`src/rtl/uart_tx_sched_pkg.sv`:
```
// Shared constants for the UART transmit path: FIFO geometry and default low-watermark.
package uart_tx_sched_pkg;

  localparam int unsigned UART_FIFO_WIDTH     = 8;
  localparam int unsigned UART_FIFO_DEPTH     = 16;
  localparam int unsigned UART_FIFO_COUNTER_W = 5;
  localparam int unsigned UART_LOW_WM         = 2;

endpackage

```
`src/rtl/uart_rr_arb.sv`:
```
// Round-robin priority select: first asserted request at or after ptr, wrapping modulo NREQ.
module uart_rr_arb #(
  parameter int unsigned NREQ = 2,
  localparam int unsigned PTR_W = (NREQ > 1) ? $clog2(NREQ) : 1
) (
  input  logic [NREQ-1:0]  req,
  input  logic [PTR_W-1:0] ptr,
  output logic [NREQ-1:0]  gnt,
  output logic [PTR_W-1:0] gnt_idx,
  output logic             gnt_any
);

  logic [PTR_W:0]   sum;
  logic [PTR_W-1:0] idx;

  always_comb begin
    gnt     = '0;
    gnt_idx = '0;
    gnt_any = 1'b0;
    sum     = '0;
    idx     = '0;
    for (int unsigned i = 0; i < NREQ; i++) begin
      sum = {1'b0, ptr} + (PTR_W + 1)'(i);
      if (sum >= (PTR_W + 1)'(NREQ)) sum = sum - (PTR_W + 1)'(NREQ);
      idx = sum[PTR_W-1:0];
      if (!gnt_any && req[idx]) begin
        gnt[idx] = 1'b1;
        gnt_idx  = idx;
        gnt_any  = 1'b1;
      end
    end
  end

endmodule

```
`src/rtl/uart_tx_sched.sv`:
```
// UART TX FIFO controller: round-robin push arbitration, paced pops to the serializer,
// flush handling and THRE/TEMT/low-watermark status.
module uart_tx_sched
  import uart_tx_sched_pkg::*;
#(
  parameter int unsigned NREQ           = 2,
  parameter int unsigned FIFO_WIDTH     = UART_FIFO_WIDTH,
  parameter int unsigned FIFO_DEPTH     = UART_FIFO_DEPTH,
  parameter int unsigned FIFO_COUNTER_W = UART_FIFO_COUNTER_W,
  parameter int unsigned LOW_WM         = UART_LOW_WM
) (
  input  logic                       clk,
  input  logic                       nreset,
  input  logic [NREQ-1:0]            req_valid,
  input  logic [NREQ*FIFO_WIDTH-1:0] req_data,
  output logic [NREQ-1:0]            req_ready,
  input  logic                       flush,
  output logic                       fifo_push,
  output logic [FIFO_WIDTH-1:0]      fifo_data,
  output logic                       fifo_pop,
  output logic                       fifo_reset,
  input  logic [FIFO_COUNTER_W-1:0]  fifo_count,
  input  logic                       tx_ready,
  input  logic                       tx_busy,
  input  logic                       low_irq_en,
  output logic                       thre,
  output logic                       temt,
  output logic                       irq_low
);

  localparam int unsigned PTR_W = (NREQ > 1) ? $clog2(NREQ) : 1;
  localparam int unsigned EFF_W = FIFO_COUNTER_W + 1;

  logic [PTR_W-1:0]      rr_q;
  logic                  pop_gap_q;
  logic [NREQ-1:0]       gnt;
  logic [PTR_W-1:0]      gnt_idx;
  logic                  gnt_any;
  logic [EFF_W-1:0]      eff;
  logic                  space;
  logic                  grant;
  logic                  pop_go;
  logic [FIFO_WIDTH-1:0] sel_data;

  uart_rr_arb #(
    .NREQ(NREQ)
  ) u_arb (
    .req    (req_valid),
    .ptr    (rr_q),
    .gnt    (gnt),
    .gnt_idx(gnt_idx),
    .gnt_any(gnt_any)
  );

  // eff is the FIFO count as it will stand after the current edge.
  always_comb begin
    eff = fifo_reset ? '0
                     : EFF_W'(fifo_count) + EFF_W'(fifo_push) - EFF_W'(fifo_pop);
    space     = (eff < EFF_W'(FIFO_DEPTH)) & ~flush & ~fifo_reset;
    grant     = nreset & space & gnt_any;
    req_ready = grant ? gnt : '0;
    pop_go    = tx_ready & (eff != '0) & ~pop_gap_q & ~flush & ~fifo_reset;
    sel_data  = '0;
    for (int unsigned i = 0; i < NREQ; i++) begin
      if (gnt[i]) sel_data = req_data[i*FIFO_WIDTH +: FIFO_WIDTH];
    end
  end

  always_ff @(posedge clk) begin
    if (!nreset) begin
      fifo_push  <= 1'b0;
      fifo_pop   <= 1'b0;
      fifo_reset <= 1'b0;
      fifo_data  <= '0;
      rr_q       <= '0;
      pop_gap_q  <= 1'b0;
      thre       <= 1'b1;
      temt       <= 1'b1;
      irq_low    <= 1'b0;
    end else begin
      fifo_reset <= flush;
      fifo_push  <= grant;
      fifo_pop   <= pop_go;
      pop_gap_q  <= pop_go;
      if (grant) begin
        fifo_data <= sel_data;
        rr_q      <= (gnt_idx == PTR_W'(NREQ - 1)) ? '0 : gnt_idx + 1'b1;
      end
      thre    <= (eff == '0);
      temt    <= (eff == '0) & ~tx_busy;
      irq_low <= low_irq_en & (eff <= EFF_W'(LOW_WM));
    end
  end

  a_no_overrun : assert property (@(posedge clk) disable iff (!nreset)
    !(fifo_push && !fifo_pop && fifo_count == FIFO_COUNTER_W'(FIFO_DEPTH)));
  a_no_empty_pop : assert property (@(posedge clk) disable iff (!nreset)
    !(fifo_pop && fifo_count == '0));
  a_ready_onehot : assert property (@(posedge clk) $onehot0(req_ready));
  a_ready_valid : assert property (@(posedge clk) (req_ready & ~req_valid) == '0);

endmodule

```
`config.mk`:
```
export PLATFORM = sky130hd
export DESIGN_NAME = uart_tx_sched
export DESIGN_NICKNAME = d
export VERILOG_FILES = /design/src/rtl/uart_tx_sched_pkg.sv /design/src/rtl/uart_rr_arb.sv /design/src/rtl/uart_tx_sched.sv
export SDC_FILE = /design/constraint.sdc
export NUM_CORES = 1
export LEC_CHECK = 0
export CAP_MARGIN = 10
export CELL_PAD_IN_SITES_DETAIL_PLACEMENT = 0
export CELL_PAD_IN_SITES_GLOBAL_PLACEMENT = 2
export CORE_MARGIN = 2
export CORE_UTILIZATION = 33
export CTS_BUF_LIST = sky130_fd_sc_hd__clkbuf_4 sky130_fd_sc_hd__clkbuf_8
export DETAILED_ROUTE_END_ITERATION = 10
export DONT_BUFFER_PORTS = 1
export GPL_TIMING_DRIVEN = 0
export PLACE_DENSITY = 0.74
export SYNTH_ARGS = -nofsm -noshare
export SYNTH_HDL_FRONTEND = slang
export SYNTH_SLANG_ARGS = --single-unit
```
`constraint.sdc`:
```
create_clock -name clk -period 2 [get_ports clk]
set_input_delay 0.1 -clock clk [delete_from_list [all_inputs] [get_ports clk]]
set_output_delay 0.1 -clock clk [all_outputs]
set_load 0.005 [all_outputs]
```
==> flow_summary_export.csv, run 1 <==
group,metric,value,unit
placed_design,placed_cells,132,
yosys,syn_area,949.7,um2
route,drtPass1Iterations,6,
finish,fin_cells,145,
sta,layout_setup_ws,-0.2741,ns
hold_path,min-delay-start,"req_data[15]",
route,drt-initial-drc-count,21,
clock_tree,htree_levels,1,
run_status,status,"finished, violations left",
clock_tree,cts_buffer_depth,2,
sta,relSlewSlack,27.93,%
clock_tree,clk_pin_slew,0.09,ns
worst_setup_path,crit_chain,"ha_4 -> inv_2 -> ha_4 -> fa_2 -> nand3_2 -> and3_4 -> or2_4 -> nand4_1 -> nor2b_1",
power,p_total,0.0006638,W
placed_design,postPlaceCellArea,1032,um2
sta,fin_crit,2.274,ns
worst_setup_path,critPathMaxStageDelay,0.37,ns
global_route,grt_pass1_wl,3532,um
worst_setup_path,cp.arrival,2.17,ns
worst_setup_path,cp.required,1.90,ns
global_route,grt_max_degree,11,
worst_setup_path,crit_buf_inv,1,
sta,slew_violations,0,
floorplan,rows,19,
power,ir_worst_vdd,347.1,uV
power,p_switching,0.0001797,W
sta,worst_slew_pin_slew,1.071,ns
sta,fin_crit_sh,113.7,%
power,p_sw_share,27.08,%
floorplan,die-area,3323,um2
finish,drive_gt1_share,24.56,%
worst_setup_path,critPathCapture,"req_ready[1]",
clock_tree,clock_sinks,15,
worst_setup_path,startpoint_type,"flip-flop",
clock_tree,cts_tree,"done",
worst_setup_path,path_depth,9,
yosys,yosys_warnings,0,
finish,mostFrequentLayoutCell,"dfxtp_1",
sta,setup_viol,15,
global_route,grt_pass1_vias,791,
global_route,antenna_found_initial,0,
clock_tree,clock_latency,0.27,ns
floorplan,core,2734,um2
finish,final_area,1162,um2
route,wl_per_cell,14.64,um
route,drcViolationCount,0,
yosys,synthMuxAreaShare,9.486,%
power,cellPowerDensity,571.0,nW/um2
worst_setup_path,r2r-end,"fifo_data[1]$_SDFFE_PN0P_",
yosys,syn_nets,137,
yosys,ys_seq_elements,15,
yosys,synth_compound_area_share,18.45,%
yosys,synth_top_family_by_area,"simple AND/OR/NAND/NOR gates",
finish,area_delta_synth_final,22.40,%
sta,hold_viol,0,
sta,rsz0062_at_grt,"true",
yosys,syn_avg_cell_area,9.403,um2
worst_setup_path,rrSetupSlack,-0.23,ns
power,internal-power,0.0004840,W
floorplan,die_x,57.65,um
yosys,synthAdderAreaFrac,10.01,%
route,wirelength,2123,um
global_route,overflow,0,
worst_setup_path,cpLargestDelayFamily,"adder cells",
power,clkPwrFrac,27.3,%
floorplan,ios,45,
floorplan,die_y,57.65,um
worst_setup_path,cp_common_cell,"ha_4",
placed_design,gp_congestion,0.6905,
worst_setup_path,slowest_stage,"dfxtp_4",
worst_setup_path,cp_max_fo,3,
finish,antenna_cells,0,
route,vias,804,
hold_path,holdCritPathClass,"in -> reg",
sta,finClkSkew,0.003390,ns
route,ant_nets,0,
flow_run,cap_violations,0,
yosys,yosys.area_share.simple,21.48,%
clock_tree,cts_made_buffers,3,
power,seqPwrFrac,48.0,%
sta,timing.fmax,439.7,MHz
placed_design,place_hpwl,1646,um
worst_setup_path,critPathLaunch,"pop_gap_q$_SDFF_PN0_",
clock_tree,root_buffer,"clkbuf_4",
finish,layout_common_cells,"dfxtp_1 (14), nand2_1 (10), inv_1 (9), mux2i_1 (9), a22oi_1 (8)",
global_route,grt_usage,13.57,%
worst_setup_path,r2r_start,"pop_gap_q$_SDFF_PN0_",
run_status,violations,"setup timing",
yosys,ys_types,36,
worst_setup_path,setup.worst_path.class,"reg -> out",
power,leakagePower,0.5042,nW
placed_design,port_buffers,0,
floorplan,initial_utilization,34.74,%
worst_setup_path,ff2ff_path_depth,11,
route,vias_per_cell,5.545,
yosys,synthCells,101,
finish,fin_nets,151,
yosys,ys_seq_area_share,31.62,%
worst_setup_path,endpoint_kind,"output port",
yosys,synth_xor_area_share,0.9223,%
power,pwr-share-comb,24.7,%
[Yosys cell counts, drive strengths merged]
master    n  area share [%]
dfxtp    15              32
inv      11             4.3
nand2    10             4.0
mux2i     9             9.5
a22oi     8             6.3
ha        6             7.9
nand3     5             2.6
a21oi     4             2.9
nor2      3             1.7
a21boi    2             1.6
and2      2             1.3
buf       2             3.3
nand4     2             1.3
nand4b    2             3.4
nor2b     2             1.3
o21ai     2             1.1
a211oi    1            0.79
a41oi     1            0.92
and3      1            0.79
and4b     1             1.1
clkbuf    1            0.39
fa        1             2.1
nand3b    1            0.79
nor3      1            0.53
nor3b     1            0.79
o211ai    1            0.79
o22a      1            0.92
o2bb2ai   1            0.92
o31ai     1             2.2
or2       1            0.66
or4       1             1.2
xor2      1            0.92
[timing repair]
action | in CTS | in global routing
hold endpoints to repair | 6 | 0
pin swaps | 8 | 8
hold buffers | 5 | 0
gates resized for setup | 3 | 2
setup buffers | 3 | 1
endpoints found under the setup margin | 14 | 16
[power groups by stage]
stage	sequential (W)	clock, W	combinational, W
2_1_floorplan	0.000325	0	0.000119
3_3_place_gp	0.000327	0	0.000136
3_5_place_dp	0.000327	0	0.000140
4_1_cts	0.000319	0.000188	0.000160
5_1_grt	0.000321	0.000203	0.000185
6_report	0.000319	0.000181	0.000164
[flip-flops by register name, summed over array words and instances, names as in the netlist, named ones only]
| name | flops |
|---|---|
| fifo_data | 8 |
| fifo_push | 1 |
| fifo_reset | 1 |
| irq_low | 1 |
| pop_gap_q | 1 |
| temt | 1 |
| thre | 1 |
[layer usage]
layer  wire length (um)  GRT usage (%)
met5                  0              0
met4                 27          3.987
met3                145          2.902
met2               1032          21.43
met1                917          18.72
[cell type report]
class                   count  area, um2
well taps                  31      38.79
plain buffers               3      35.03
multi-input cells          72      629.4
repair buffers              9      83.83
fillers                   282       1572
clock buffers               4      30.03
inverters                  11      41.29
flip-flops and latches     15      304.0
[how the worst min path moves through the flow]
stage / slack, ns / to / depth (start not counted)
floorplan: 0.21 / temt$_SDFF_PN1_ / 1
global placement: 0.22 / temt$_SDFF_PN1_ / 1
detailed placement: 0.22 / temt$_SDFF_PN1_ / 1
CTS: 0.01 / fifo_data[7]$_SDFFE_PN0P_ / 2
global route: 0.01 / fifo_data[5]$_SDFFE_PN0P_ / 2
finish: 0.02 / fifo_data[7]$_SDFFE_PN0P_ / 2
[metrics by stage]
| step | TNS, ns | utilization [%] | setup slack [ns] | hold WS (ns) |
|---|---|---|---|---|
| 6_report | -2.982 | 42.52 | -0.2741 | 0.01502 |
| 5_1_grt | -4.755 | 42.52 | -0.4093 | 0.01419 |
| 4_1_cts | -2.984 | 41.92 | -0.3191 | 0.01008 |
| 3_5_place_dp | -1.313 | 37.76 | -0.1483 | 0.2224 |
| 3_3_place_gp | -1.079 | 37.76 | -0.1115 | 0.2163 |
| 2_1_floorplan | 0 | - | 0.001350 | 0.2127 |
[cell families (layout without fill, tap and decap cells)]
logic type                 after synthesis  in the layout
AOI/OAI and AO/OA                       22             22
xor gates and xnor gates                 1              1
adders and majority gates                7              7
buffers and inverters                   14             27
DFF                                     15             15
muxes                                    9              9
and+or+nand+nor                         33             33
(Power assumes the default switching activity.)
==> run 2, diff against run 1 <==
Settings changed: CELL_PAD_IN_SITES_GLOBAL_PLACEMENT 2 to 1, CORE_UTILIZATION 33 to 42.
==> run 2 against run 1 <==
The run still ends with setup timing left. Clock skew decreased by 0.0015 ns. Clock power is 5% lower. Cell count decreased by 0.69%. Via count is 2.1% lower. Critical path type unchanged. Critical endpoint is now req_ready[0]. Largest cell class unchanged. Largest power group unchanged.
==> flow_summary_export.csv, run 2 (synthesized netlist as in run 1, its figures left out) <==
group,metric,value,unit
worst_setup_path,r2r-end,"fifo_data[0]$_SDFFE_PN0P_",
finish,drive_gt1_share,24.14,%
power,ir_worst_vdd,467.3,uV
power,p_total,0.0006559,W
worst_setup_path,rrSetupSlack,-0.24,ns
run_status,violations,"setup timing",
hold_path,holdPathStages,2,
route,drt-initial-drc-count,13,
finish,mostFrequentLayoutCell,"dfxtp_1",
route,drcViolationCount,0,
hold_path,holdCritPathClass,"in -> reg",
placed_design,gp_congestion,0.7353,
finish,largest_reg_flops,8,
sta,rsz0062_at_grt,"true",
worst_setup_path,setup.worst_path.class,"reg -> out",
finish,layout_common_cells,"dfxtp_1 (14), nand2_1 (10), inv_1 (9), mux2i_1 (9)",
floorplan,ios,45,
worst_setup_path,ff2ff_path_depth,11,
route,vias,787,
finish,antenna_cells,0,
route,vias_per_cell,5.465,
hold_path,worstHoldEndpoint,"fifo_data[5]$_SDFFE_PN0P_",
finish,final_area,1194,um2
finish,fin_nets,153,
sta,finClkSkew,0.001931,ns
sta,setup_viol,14,
floorplan,die_x,51.55,um
worst_setup_path,r2r_start,"pop_gap_q$_SDFF_PN0_",
sta,worst_slew_pin_slew,1.060,ns
placed_design,port_buffers,0,
run_status,status,"finished, violations left",
global_route,grt_pass1_wl,3215,um
sta,hold_viol,0,
finish,regMostFlops,"fifo_data",
clock_tree,clk_pin_slew,0.09,ns
sta,relSlewSlack,28.73,%
floorplan,die-area,2657,um2
route,ant_nets,0,
clock_tree,clock_latency,0.28,ns
global_route,grt_pass1_vias,702,
placed_design,place_hpwl,1589,um
floorplan,die_y,51.55,um
power,leakagePower,0.5209,nW
clock_tree,cts_tree,"done",
floorplan,core,2170,um2
global_route,overflow,0,
hold_path,min-delay-start,"req_data[13]",
clock_tree,cts_buffer_depth,2,
sta,fin_crit,2.266,ns
finish,area_delta_synth_final,25.69,%
clock_tree,root_buffer,"clkbuf_4",
sta,fin_crit_sh,113.3,%
clock_tree,htree_levels,1,
sta,timing.fmax,441.3,MHz
floorplan,rows,17,
route,wirelength,2111,um
worst_setup_path,cp.arrival,2.17,ns
power,cellPowerDensity,549.5,nW/um2
sta,slew_violations,0,
flow_run,cap_violations,0,
worst_setup_path,cp_max_fo,3,
placed_design,postPlaceCellArea,1028,um2
worst_setup_path,cp.required,1.90,ns
global_route,grt_max_degree,11,
route,wl_per_cell,14.66,um
clock_tree,cts_made_buffers,3,
global_route,grt_usage,16.31,%
route,drtPass1Iterations,4,
global_route,antenna_found_initial,0,
worst_setup_path,endpoint_kind,"output port",
worst_setup_path,startpoint_type,"flip-flop",
clock_tree,clock_sinks,15,
floorplan,initial_utilization,43.77,%
sta,layout_setup_ws,-0.2661,ns
==> run 2: what timing repair did <==
action / in CTS / in global routing
gates resized for setup: 4 / 3
hold endpoints to repair: 6 / 3
hold buffers: 5 / 3
cloned: 1 / 0
setup endpoints to repair: 14 / 16
buffers inserted: 1 / 2
pin swaps: 6 / 7
==> run 2: how the worst max path moves through the flow <==
stage,end,cells past startpoint,slack [ns],start
detailed placement,fifo_data[1]$_SDFFE_PN0P_,10,-0.13,pop_gap_q$_SDFF_PN0_
floorplan,fifo_data[0]$_SDFFE_PN0P_,10,0.001,pop_gap_q$_SDFF_PN0_
CTS,req_ready[0],9,-0.32,pop_gap_q$_SDFF_PN0_
global route,req_ready[1],9,-0.40,pop_gap_q$_SDFF_PN0_
global placement,fifo_data[1]$_SDFFE_PN0P_,10,-0.1,pop_gap_q$_SDFF_PN0_
finish,req_ready[0],9,-0.27,pop_gap_q$_SDFF_PN0_
==> run 2: area by class of cell <==
cell class	instances	area (um2)
plain buffers	2	23.77
clock buffers	3	22.52
clock inverters	1	5.005
multi-input cells	72	634.4
well taps	28	35.03
flip-flops and latches	15	304.0
inverters	11	41.29
repair buffers	12	127.6
fillers	221	975.9
==> run 2: worst max-delay path, stage by stage (launching register included) <==
cell and delay [ns]:
dfxtp_4 0.37, ha_4 0.26, inv_2 0.03, ha_4 0.16, fa_2 0.35, nand3_2 0.09, and3_4 0.18, or2_4 0.11
nand4_1 0.13, nor2b_1 0.20
==> run 2: power by group <==
part           switching, W  internal (W)  leakage, nW  total, W
clock             0.0000980     0.0000742       0.0177  0.000172
combinational     0.0000799     0.0000844        0.380  0.000164
sequential       0.00000982      0.000310        0.123  0.000319
==> run 2: per-stage QoR <==
step                setup TNS (ns)  worst slack [ns]  util [%]  hold slack [ns]  cells
finish                      -2.776           -0.2661     55.02          0.01064    144
global route                -4.615           -0.4049     55.02         0.005068    144
CTS                         -2.177           -0.3224     52.60         0.002699    139
detailed placement          -1.175           -0.1304     47.40           0.2248    129
global placement           -0.8668          -0.09753     47.40           0.2160    129
floorplan                        0          0.001350         -           0.2127    101
==> run 2: metal layers <==
layer,track usage [%],wire [um],vias to the layer above
met5,0,0,-
met4,2.632,0,0
met3,6.609,153,0
met2,24.15,967,26
met1,22.62,990,366
li1,-,-,395
